File: config.mk
export PLATFORM = sky130hd
export DESIGN_NAME = lfsr_seq
export DESIGN_NICKNAME = d
export VERILOG_FILES = /design/src/rtl/lfsr_pkg.sv /design/src/rtl/lfsr_next.sv /design/src/rtl/lfsr_seq.sv
export SDC_FILE = /design/constraint.sdc
export NUM_CORES = 1
export LEC_CHECK = 0
export ABC_AREA = 1
export CORE_AREA = 3 3 40 42
export DETAILED_ROUTE_END_ITERATION = 7
export DIE_AREA = 0 0 43 45
export GPL_TIMING_DRIVEN = 1
export SLEW_MARGIN = 0
export SYNTH_ARGS = -nofsm -noshare
export SYNTH_HDL_FRONTEND = slang
export SYNTH_HIERARCHICAL = 1
export SYNTH_SLANG_ARGS = --single-unit
File: constraint.sdc
create_clock -name clk -period 1.19 [get_ports clk]
set_clock_uncertainty 0.05 [all_clocks]
set_input_delay 0.238 -clock clk [delete_from_list [all_inputs] [get_ports clk]]
set_output_delay 0.238 -clock clk [all_outputs]
set_load 0.01 [all_outputs]
File: src/rtl/lfsr_pkg.sv
// lfsr_pkg: shared LFSR width limit, default maximal tap masks and operation encoding
package lfsr_pkg;
  localparam int LFSR_MAX_N = 32;
  localparam logic [3:0] LFSR_TAPS_4 = 4'b1100;
  localparam logic [7:0] LFSR_TAPS_8 = 8'b1011_1000;
  localparam logic [15:0] LFSR_TAPS_16 = 16'hB400;
  typedef enum logic [1:0] {LFSR_HOLD, LFSR_LOAD, LFSR_STEP} lfsr_op_t;
endpackage

File: src/rtl/lfsr_next.sv
// lfsr_next: combinational Fibonacci LFSR next state and feedback bit
module lfsr_next import lfsr_pkg::*; #(
  parameter int N = 4,
  parameter logic [N-1:0] TAPS = LFSR_TAPS_4
)(
  input logic [N-1:0] state,
  output logic [N-1:0] next,
  output logic fb
);
  assign fb = ^(state & TAPS);
  assign next = {state[N-2:0], fb};
endmodule

File: src/rtl/lfsr_seq.sv
// lfsr_seq: seeded Fibonacci LFSR sequencer with lock-up recovery; LFSR_PERIOD_EN adds start/steps/period_done tracking
module lfsr_seq import lfsr_pkg::*; #(
  parameter int N = 4,
  parameter logic [N-1:0] TAPS = LFSR_TAPS_4,
  parameter logic [N-1:0] RESET_SEED = {{(N-1){1'b0}}, 1'b1}
)(
  input logic clk,
  input logic rst,
  input logic ena,
  input logic load,
  input logic [N-1:0] seed,
  output logic out,
  output logic [N-1:0] state,
  output logic zero_seed,
  output logic period_done,
  output logic [N-1:0] steps
);
  lfsr_op_t op;
  logic [N-1:0] state_q, state_d, next, seed_eff;
  logic out_q, out_d, zero_q, zero_d, fb_unused;
  lfsr_next #(.N(N), .TAPS(TAPS)) u_next (.state(state_q), .next(next), .fb(fb_unused));
  always_comb begin
    op = load ? LFSR_LOAD : ena ? LFSR_STEP : LFSR_HOLD;
    seed_eff = |seed ? seed : RESET_SEED;
    state_d = op == LFSR_LOAD ? seed_eff : op == LFSR_STEP ? (|state_q ? next : RESET_SEED) : state_q;
    out_d = op == LFSR_STEP ? state_q[N-1] : out_q;
    zero_d = op == LFSR_LOAD && !(|seed);
  end
  always_ff @(posedge clk) begin
    if (rst) begin
      state_q <= RESET_SEED;
      out_q <= 1'b0;
      zero_q <= 1'b0;
    end else begin
      state_q <= state_d;
      out_q <= out_d;
      zero_q <= zero_d;
    end
  end
  assign state = state_q;
  assign out = out_q;
  assign zero_seed = zero_q;
`ifdef LFSR_PERIOD_EN
  logic [N-1:0] start_q, start_d, steps_q, steps_d;
  logic pd_q, pd_d;
  always_comb begin
    start_d = op == LFSR_LOAD ? seed_eff : start_q;
    pd_d = op == LFSR_STEP && state_d == start_q;
    steps_d = op == LFSR_LOAD || pd_d ? '0 : op == LFSR_STEP ? steps_q + 1'b1 : steps_q;
  end
  always_ff @(posedge clk) begin
    if (rst) begin
      start_q <= RESET_SEED;
      steps_q <= '0;
      pd_q <= 1'b0;
    end else begin
      start_q <= start_d;
      steps_q <= steps_d;
      pd_q <= pd_d;
    end
  end
  assign steps = steps_q;
  assign period_done = pd_q;
`else
  assign steps = '0;
  assign period_done = 1'b0;
`endif
endmodule
==> reports/metrics.yaml, run 1 <==
power:
  seqPwrFrac: 0.403
  switchingPower_w: 0.000149
  p_per_area_nw_per_um2: 1010
  clockPowerShare: 0.362
  p_int_w: 0.000390
  cellLeakagePower_nw: 0.283
  comb_power_share: 0.235
  switching_share: 0.276
  ir_drop_mv: 0.604
clock_network:
  postCtsHoldBufs: 0
  clkSlewWorstSetupHoldPaths_ns: 0.05
  cts_tree: "built"
  cts_num_sinks: 6
  cts_setup_buffers: 0
  cts_max_path_buffers: 2
  root_buffer: "clkbuf_4"
  cts_buffers: 3
  clock_latency_ns: 0.25
  htreeDepth: 1
cells_and_area:
  synthToLayoutAreaGrowth_pct: 40.3
  antennaDiodeCount: 0
  nets: 86
  drive_gt1_frac: 0.132
worst_setup_path:
  start_kind: "register"
  rrSetupSlack_ns: 0.23
  worstPathRequired_ns: 0.90
  crit_path_max_fanout: 2
  crit_arrival_ns: 0.84
  rr_startpoint: "state[3]$_SDFFE_PP0P_"
  end_kind: "output pin"
  crit_start: "state[3]$_SDFFE_PP0P_"
  cp_top_family: "flip-flops"
  path_cells: "dlygate4sd2_1"
  crit_type: "reg -> out"
  slowest_stage: "dfxtp_1"
  critPathBufInv: 1
  slowest_delay_ns: 0.32
route:
  top_layer: "met4"
  wl_met3_um: 77
  vias: 385
  postRouteAntennaNets: 0
  drtPass1Iterations: 2
  dr_wl_met2_um: 414
  routedWlPerCell_um: 9.49
  vias_per_cell: 4.23
  wl_met1_um: 358
  remaining_drc_errors: 0
  drt_wl_total_um: 864
  drtIter0Drc: 7
sta:
  timing.hold.ws_ns: 0.363
  finalCritPeriodShare: 0.948
  rsz0062_at_grt: "no"
  finalHoldViolations: 0
  final.setup.tns_ns: 0
  maxSlewViolCount: 0
  fmax_mhz: 886
  fin_crit_ns: 1.13
  setup_viol: 0
synth:
  synth_top_cell_area_share: 0.315
  ys.flop_type: "dfxtp_1"
  synth_common_cells: "16 x nand2_1, 9 x buf_4, 9 x nor2_1, 8 x inv_1, 6 x dfxtp_1"
  synth_top_area_cell: "dfxtp_1"
  seq_area_frac_synth: 0.315
  syn_area_um2: 382
  syn_avg_cell_area_um2: 6.36
  synth.most_common_cell: "nand2_1"
  async_reset_ff_frac: 0
  syn-instance-count: 60
  ys_warn_count: 6
  synth.distinct_cells: 11
  ys_top_cells_by_area: "dfxtp_1 31%, buf_4 18%, nand2_1 16%"
  ys_seq_elements: 6
  synth_edf_count: 0
floorplan:
  die_h_um: 45
  die_area_um2: 1940
  boundaryPins: 19
  initial_core_util: 0.297
  core_um2: 1280
  core.rowCount: 13
  dieWidth_um: 43
global_route:
  antenna_found_initial: 0
  grt_pass1_wl_mm: 1.45
  globalRoute.totalOverflow: 0
  grt_pass1_vias: 345
  grtUsageTotal: 0.109
  grt_max_degree: 8
placed_design:
  io_buffers: 13
  dp.final_hpwl_um: 710
  routabilityCongestion: 0.735
worst_hold_path:
  min-delay-start: "load"
  hold_path.class: "in -> reg"
run_status:
  status: "completed"
run:
  cap_violations: 0
-- layout by cell type, fill, tap and decap left out --
cell type	instances
nand3_1	1
a21oi_1	5
nand2_1	16
clkbuf_4	3
dfxtp_1	6
nand2_2	1
dlymetal6s2s_1	1
nor2_1	8
a21boi_0	3
dlygate4sd2_1	6
inv_1	8
conb_1	5
clkdlybuf4s50_1	6
nand3b_1	1
buf_4	5
nor2_2	1
-- worst paths after layout --
| check | endpoint | cells past startpoint |
|---|---|---|
| worst min-delay path | zero_seed$_SDFF_PP0_ | 3 |
| worst max-delay path | state[3] | 1 |
| worst min register to register | out$_SDFFE_PP0N_ | 2 |
| worst max register to register | state[0]$_SDFFE_PP1P_ | 6 |
-- through the flow --
stage	setup slack [ns]	total power, W	utilization	instance area (um^2)	std cells
4_1_cts	0.0505	0.000547	0.413	531	91
2_1_floorplan	0.156	0.000304	-	397	64
3_3_place_gp	-0.188	0.000354	0.401	515	88
6_report	0.0620	0.000538	0.417	536	91
5_1_grt	0.0177	0.000575	0.417	536	91
3_5_place_dp	-0.211	0.000355	0.401	515	88
-- worst register-to-register path, cell delays in order, from the launching register on --
cell,delay [ns]
dfxtp_1,0.32
buf_4,0.14
nor2_1,0.04
nand2_1,0.11
nand2_1,0.07
nand2_1,0.06
nand3b_1,0.06
-- state kept, by name, summed over array words and instances, names as in the netlist --
register and cells:
zero_seed 1, out 1, state 4
-- metal layers --
metal	vias up	track usage
met5	-	0
met4	0	0.0723
met3	3	0.0637
met2	14	0.165
met1	168	0.117
li1	200	-
-- power by group through the flow --
stage	Sequential (W)	Clock (W)	Combinational (W)
CTS	0.000217	0.000203	0.000127
finish	0.000217	0.000195	0.000126
detailed placement	0.000221	0	0.000134
floorplan	0.000231	0	0.0000732
global route	0.000218	0.000215	0.000142
global placement	0.000221	0	0.000133
-- kinds of logic after synthesis --
family          share of synthesized area
simple gates                        0.295
flops                               0.315
buf+inv                             0.256
compound gates                      0.125
other cells                       0.00983
-- final cells by class --
cell class | count | area (um^2)
Fill cell | 139 | 749
Multi-Input combinational cell | 41 | 181
Timing Repair Buffer | 18 | 163
Sequential cell | 6 | 120
Inverter | 8 | 30.0
Clock buffer | 3 | 22.5
Tap cell | 15 | 18.8
-- timing repair --
action,CTS,global route
setup endpoints to repair,6,4
hold endpoints to repair,0,0
resized for setup,6,2
(Power assumes the default switching activity.)
==> inputs of run 2 (changes only) <==
Settings changed: ABC_AREA 1 to not set, CAP_MARGIN set to 20.
==> run 2 against run 1 <==
Against the previous run: the run now ends with negative setup slack left; non-clock buffer count grew 4; global-route usage shrank 1.5 points; utilization grew 0.19 points; cell count shrank 16%; worst hold slack gained 0.077 ns; critical path depth grew 3; register-to-register slack lost 0.36 ns; routed wire length shrank 1.7%; die area is the same; fmax shrank 15%; clock power is essentially flat; via count shrank 9.6%.
==> reports/metrics.yaml, run 2 <==
sta:
  finalHoldViolations: 0  # unchanged
  timing.hold.ws_ns: 0.440  # was 0.363 ns
  worst_slack_ns: -0.130  # was 0.0620 ns
  fin_crit_ns: 1.32  # was 1.13 ns
  fmax_mhz: 758  # was 886 MHz
  maxSlewViolCount: 0  # unchanged
  finalCritPeriodShare: 1.11  # was 0.948
  rsz0062_at_grt: "yes"  # was no
  setup_viol: 4  # was 0
power:
  ir_drop_mv: 0.381  # was 0.604 mV
  comb_power_share: 0.242  # was 0.235
  total_power_w: 0.000546  # was 0.000538 W
  seqPwrFrac: 0.404  # was 0.403
  clockPowerShare: 0.353  # was 0.362
  switching_share: 0.262  # was 0.276
  p_int_w: 0.000403  # was 0.000390 W
  switchingPower_w: 0.000143  # was 0.000149 W
  p_per_area_nw_per_um2: 1010  # about the same
  cellLeakagePower_nw: 0.244  # was 0.283 nW
synth:
  synth.most_common_cell: "buf_4"  # was nand2_1
  async_reset_ff_frac: 0  # unchanged
  synth_top_cell_area_share: 0.327  # was 0.315
  synth_top_area_cell: "dfxtp_1"  # unchanged
  synth_edf_count: 0  # unchanged
  synth_common_cells: "10 x buf_4, 6 x a21oi_1, 6 x dfxtp_1"  # was 16 x nand2_1, 9 x buf_4, 9 x nor2_1, 8 x inv_1, 6 x dfxtp_1
  seq_area_frac_synth: 0.327  # was 0.315
  syn_area_um2: 368  # was 382 um^2
  syn_avg_cell_area_um2: 8.55  # was 6.36 um^2
  synth.distinct_cells: 18  # was 11
  ys.flop_type: "dfxtp_1"  # unchanged
  ys_warn_count: 6  # unchanged
  syn-instance-count: 43  # was 60
  ys_seq_elements: 6  # unchanged
  ys_top_cells_by_area: "dfxtp_1 33%, buf_4 20%, a21oi_1 8.2%"  # was dfxtp_1 31%, buf_4 18%, nand2_1 16%
route:
  drt_wl_total_um: 849  # was 864 um
  drtIter0Drc: 17  # was 7
  postRouteAntennaNets: 0  # unchanged
  vias: 348  # was 385
  vias_per_cell: 4.58  # was 4.23
  drtPass1Iterations: 4  # was 2
  remaining_drc_errors: 0  # unchanged
  routedWlPerCell_um: 11.2  # was 9.49 um
placed_design:
  io_buffers: 13  # unchanged
  place_ws_ns: -0.189  # was -0.211 ns
  routabilityCongestion: 0.739  # was 0.735
  dp.final_hpwl_um: 635  # was 710 um
worst_hold_path:
  hold_path.class: "reg -> reg"  # was in -> reg
clock_network:
  cts_num_sinks: 6  # unchanged
  cts_tree: "built"  # unchanged
  htreeDepth: 1  # unchanged
  cts_max_path_buffers: 2  # unchanged
  root_buffer: "clkbuf_4"  # unchanged
  postCtsHoldBufs: 0  # unchanged
  cts_buffers: 3  # unchanged
  clock_latency_ns: 0.24  # was 0.25 ns
  clkSlewWorstSetupHoldPaths_ns: 0.05  # about the same
  cts_setup_buffers: 0  # unchanged
cells_and_area:
  layout_commonest_cell: "buf_4"  # was nand2_1
  final_cell_mix: "8 x buf_4, 7 x clkdlybuf4s50_1, 6 x a21oi_1"  # was 16 x nand2_1, 8 x nor2_1, 8 x inv_1
  fillers: 132  # was 139
  antennaDiodeCount: 0  # unchanged
  nets: 71  # was 86
  seqCellArea_um2: 124  # was 120 um^2
  largest_reg_flops: 4  # unchanged
  synthToLayoutAreaGrowth_pct: 46.3  # was 40.3%
  drive_gt1_frac: 0.328  # was 0.132
  multi_input_area_um2: 186  # was 181 um^2
run_status:
  status: "finished, violations left"  # was completed
  violations: "negative setup slack"
floorplan:
  die_area_um2: 1940  # unchanged
  core_um2: 1280  # unchanged
  boundaryPins: 19  # unchanged
  core.rowCount: 13  # unchanged
  die_h_um: 45  # unchanged
  initial_core_util: 0.286  # was 0.297
  dieWidth_um: 43  # unchanged
global_route:
  grtUsageTotal: 0.0940  # was 0.109
  antenna_found_initial: 0  # unchanged
  grt_pass1_wl_mm: 1.36  # was 1.45 mm
  grt_pass1_vias: 329  # was 345
  grt_max_degree: 10  # was 8
  globalRoute.totalOverflow: 0  # unchanged
worst_setup_path:
  worstPathRequired_ns: 1.26  # was 0.90 ns
  start_kind: "register"  # unchanged
  crit_type: "reg -> reg"  # was reg -> out
  crit_arrival_ns: 1.39  # was 0.84 ns
  crit_path_max_fanout: 3  # was 2
  end_kind: "register"  # was output pin
run:
  cap_violations: 0  # unchanged
==> run 2: cell count changes after synthesis, moves of 3 or more <==
cell | before | now
inv_1 | 8 | 1
nand4b_1 | 0 | 3
nor2_1 | 9 | 3
nor3b_1 | 0 | 3
nand2_1 | 16 | 0
a21boi_0 | 3 | 0
==> run 2: layer usage <==
layer  GRT usage  share of wire  vias up  wire length, um
li1            -              -      173                -
met1       0.127           0.42      151              358
met2       0.135           0.49       20              417
met3      0.0120          0.060        4               51
met4      0.0723          0.025        0               21
met5           0              0        -                0
==> run 2: final cells by class <==
type / instances / area share
multi-input combinational: 29 / 0.347
tap: 15 / 0.0349
inverter: 1 / 0.00698
clock buffer: 3 / 0.0419
timing repair buffer: 22 / 0.340
sequential: 6 / 0.230
==> run 2: final timing paths <==
check	startpoint	end	slack, ns	cells after the start
setup / recovery	state[0]$_SDFFE_PP1P_	state[1]$_SDFFE_PP0P_	-0.13	4
hold / removal	out$_SDFFE_PP0N_	out$_SDFFE_PP0N_	0.44	2
setup reg to reg	state[0]$_SDFFE_PP1P_	state[1]$_SDFFE_PP0P_	-0.13	4
hold reg to reg	out$_SDFFE_PP0N_	out$_SDFFE_PP0N_	0.44	2
==> run 2: per-stage QoR <==
| stage | cell area, um^2 | util | std cells | setup TNS (ns) |
|---|---|---|---|---|
| global placement | 522 | 0.406 | 73 | -0.881 |
| detailed placement | 522 | 0.406 | 73 | -0.876 |
| CTS | 536 | 0.417 | 76 | -0.467 |
| floorplan | 385 | - | 47 | -0.196 |
| finish | 538 | 0.419 | 76 | -0.472 |
| global route | 538 | 0.419 | 76 | -0.607 |
==> run 2: power by group through the flow <==
| stage | combinational, W | clock [W] | sequential [W] |
|---|---|---|---|
| final | 0.000132 | 0.000193 | 0.000221 |
| after global routing | 0.000144 | 0.000215 | 0.000222 |
| after global placement | 0.000136 | 0 | 0.000224 |
| after floorplan | 0.0000759 | 0 | 0.000232 |
| after detailed placement | 0.000134 | 0 | 0.000225 |
| after CTS | 0.000129 | 0.000196 | 0.000220 |
==> run 2: kinds of logic after synthesis <==
family          count (synthesis)  synth area share
flops                           6             0.327
buf+inv                        12             0.228
other cells                     1            0.0102
compound gates                  8             0.122
mux                             1            0.0272
simple gates                   14             0.262
xor+xnor                        1            0.0238
==> run 2: timing repair <==
| action | in CTS | in global routing |
|---|---|---|
| setup endpoints to repair | 10 | 7 |
| pin swaps | 1 | 0 |
| gates resized for setup | 11 | 6 |
==> run 2: worst max-delay path, cell delays in order, from the launching register on <==
cell and delay [ns]:
dfxtp_2 0.31, or4_4 0.54, buf_6 0.14, nand4b_1 0.09, a21oi_1 0.08
==> inputs of run 3 (changes only) <==
Settings changed: ABC_AREA set to 1, CORE_AREA 3 3 40 42 to 2 2 39 41, DIE_AREA 0 0 43 45 to 0 0 41 43.
==> run 3 against run 2 <==
Against the previous run: the flow now finishes without violations; critical endpoint is now state[1]; cell count is 21% higher; critical path type is now reg -> out; via count is 11% higher; sequential power shrank 2%; power down 1.4%; die area decreased by 8.9%; setup slack gained 0.19 ns; largest power group unchanged.
==> reports/metrics.yaml, run 3 (synthesis results as in run 1) <==
global_route:
  grt_pass1_wl_mm: 1.44  # was 1.36 mm
  globalRoute.totalOverflow: 0  # unchanged
  antenna_found_initial: 0  # unchanged
  grtUsageTotal: 0.125  # was 0.0940
  grt_max_degree: 8  # was 10
  grt_pass1_vias: 345  # was 329
route:
  drt_wl_total_um: 900  # was 849 um
  postRouteAntennaNets: 0  # unchanged
  remaining_drc_errors: 0  # unchanged
  drtIter0Drc: 18  # was 17
  routedWlPerCell_um: 9.78  # was 11.2 um
  vias_per_cell: 4.18  # was 4.58
  vias: 385  # was 348
  drtPass1Iterations: 5  # was 4
clock_network:
  clock_latency_ns: 0.25  # was 0.24 ns
  cts_tree: "built"  # unchanged
  postCtsHoldBufs: 0  # unchanged
  cts_num_sinks: 6  # unchanged
  htreeDepth: 1  # unchanged
  root_buffer: "clkbuf_4"  # unchanged
  clkSlewWorstSetupHoldPaths_ns: 0.05  # about the same
  cts_buffers: 3  # unchanged
  cts_max_path_buffers: 2  # unchanged
floorplan:
  die_h_um: 43  # was 45 um
  initial_core_util: 0.276  # was 0.286
  boundaryPins: 19  # unchanged
  dieWidth_um: 41  # was 43 um
  die_area_um2: 1760  # was 1940 um^2
  core_um2: 1380  # was 1280 um^2
  core.rowCount: 14  # was 13
worst_setup_path:
  cp_top_family: "flip-flops"  # was simple AND/OR/NAND/NOR gates
  start_kind: "register"  # unchanged
  critPathBufInv: 1  # unchanged
  worstPathRequired_ns: 0.90  # was 1.26 ns
  crit_path_max_fanout: 2  # was 3
  crit_type: "reg -> out"  # was reg -> reg
  end_kind: "output pin"  # was register
  path_cells: "dlygate4sd2_1"  # was or4_4 > buf_6 > nand4b_1 > a21oi_1
  crit_arrival_ns: 0.84  # was 1.39 ns
  slowest_stage: "dfxtp_1"  # was or4_4
  slowest_delay_ns: 0.32  # was 0.54 ns
sta:
  worst_slack_ns: 0.0620  # was -0.130 ns
  fin_crit_ns: 1.13  # was 1.32 ns
  finalHoldViolations: 0  # unchanged
  finalCritPeriodShare: 0.948  # was 1.11
  rsz0062_at_grt: "no"  # was yes
  maxSlewViolCount: 0  # unchanged
  setup_viol: 0  # was 4
  fmax_mhz: 887  # was 758 MHz
power:
  p_per_area_nw_per_um2: 1000  # was 1010 nW/um^2
  total_power_w: 0.000538  # was 0.000546 W
  switching_share: 0.276  # was 0.262
  ir_drop_mv: 0.481  # was 0.381 mV
  switchingPower_w: 0.000148  # was 0.000143 W
  cellLeakagePower_nw: 0.283  # was 0.244 nW
  p_int_w: 0.000390  # was 0.000403 W
  clockPowerShare: 0.358  # was 0.353
  comb_power_share: 0.239  # was 0.242
  seqPwrFrac: 0.403  # was 0.404
placed_design:
  routabilityCongestion: 0.759  # was 0.739
  dpl_cell_area_um2: 517  # was 522 um^2
  place_ws_ns: -0.191  # was -0.189 ns
  io_buffers: 13  # unchanged
  dp.final_hpwl_um: 702  # was 635 um
cells_and_area:
  synthToLayoutAreaGrowth_pct: 40.7  # was 46.3%
  drive_gt1_frac: 0.132  # was 0.328
  multi_input_area_um2: 181  # was 186 um^2
  final_area_um2: 537  # was 538 um^2
  nets: 86  # was 71
  postLayoutCoreUtil: 0.388  # was 0.419
  largest_reg_flops: 4  # unchanged
  layout_commonest_cell: "nand2_1"  # was buf_4
  antennaDiodeCount: 0  # unchanged
  fillers: 156  # was 132
  seqCellArea_um2: 120  # was 124 um^2
  final_cell_mix: "16 x nand2_1, 8 x nor2_1, 8 x inv_1"  # was 8 x buf_4, 7 x clkdlybuf4s50_1, 6 x a21oi_1
run_status:
  status: "completed"  # was finished, violations left
run:
  cap_violations: 0  # unchanged
worst_hold_path:
  hold_path.class: "in -> reg"  # was reg -> reg
run 3: changes by cell type in the layout (fill, tap and decap cells not counted), moves of 2 or more:
cell	delta
nor3b_1	-3
buf_2	-2
inv_1	+7
buf_4	-3
dfxtp_2	-3
nand4b_1	-3
a21boi_0	+3
dlygate4sd2_1	+3
nor2_1	+5
dfxtp_1	+3
nand2_1	+16
run 3: area by class of cell:
type / count / share of cell area
Clock buffer: 3 / 0.0420
Inverter: 8 / 0.0559
Multi-Input combinational cell: 41 / 0.338
Sequential cell: 6 / 0.224
Tap cell: 16 / 0.0373
Timing Repair Buffer: 18 / 0.303
run 3: layer usage:
layer  vias to the layer above  GRT usage  share of wire
met3                         4     0.0314          0.073
met1                       165      0.166           0.47
li1                        201          -              -
met2                        15      0.172           0.43
met4                         0     0.0800          0.021
met5                         -          0              0
run 3: path summary, 6_finish.rpt:
path                                               to  cells after the start             startpoint  slack [ns]
worst max register to register  state[1]$_SDFFE_PP0P_                      5  state[2]$_SDFFE_PP0P_        0.23
worst max-delay path                         state[1]                      1  state[1]$_SDFFE_PP0P_        0.06
worst min register to register       out$_SDFFE_PP0N_                      2       out$_SDFFE_PP0N_        0.41
worst min-delay path             zero_seed$_SDFF_PP0_                      3                   load        0.37
run 3: timing repair:
item,CTS,global route
endpoints found under the setup margin,6,5
gates resized for setup,6,2
cloned,0,0
setup buffers,0,0
run 3: through the flow:
stage | hold WS, ns | TNS (ns) | instances
5_1_grt | 0.398 | 0 | 92
2_1_floorplan | 0.257 | 0 | 64
3_3_place_gp | 0.410 | -0.754 | 89
3_5_place_dp | 0.415 | -0.826 | 89
4_1_cts | 0.419 | 0 | 92
6_report | 0.369 | 0 | 92
run 3: power groups by stage:
stage                     Sequential [W]  Clock (W)  Combinational, W
after floorplan                 0.000231          0         0.0000732
after global placement          0.000220          0          0.000134
after detailed placement        0.000221          0          0.000134
after CTS                       0.000217   0.000195          0.000128
after global routing            0.000217   0.000204          0.000143
final                           0.000217   0.000193          0.000129
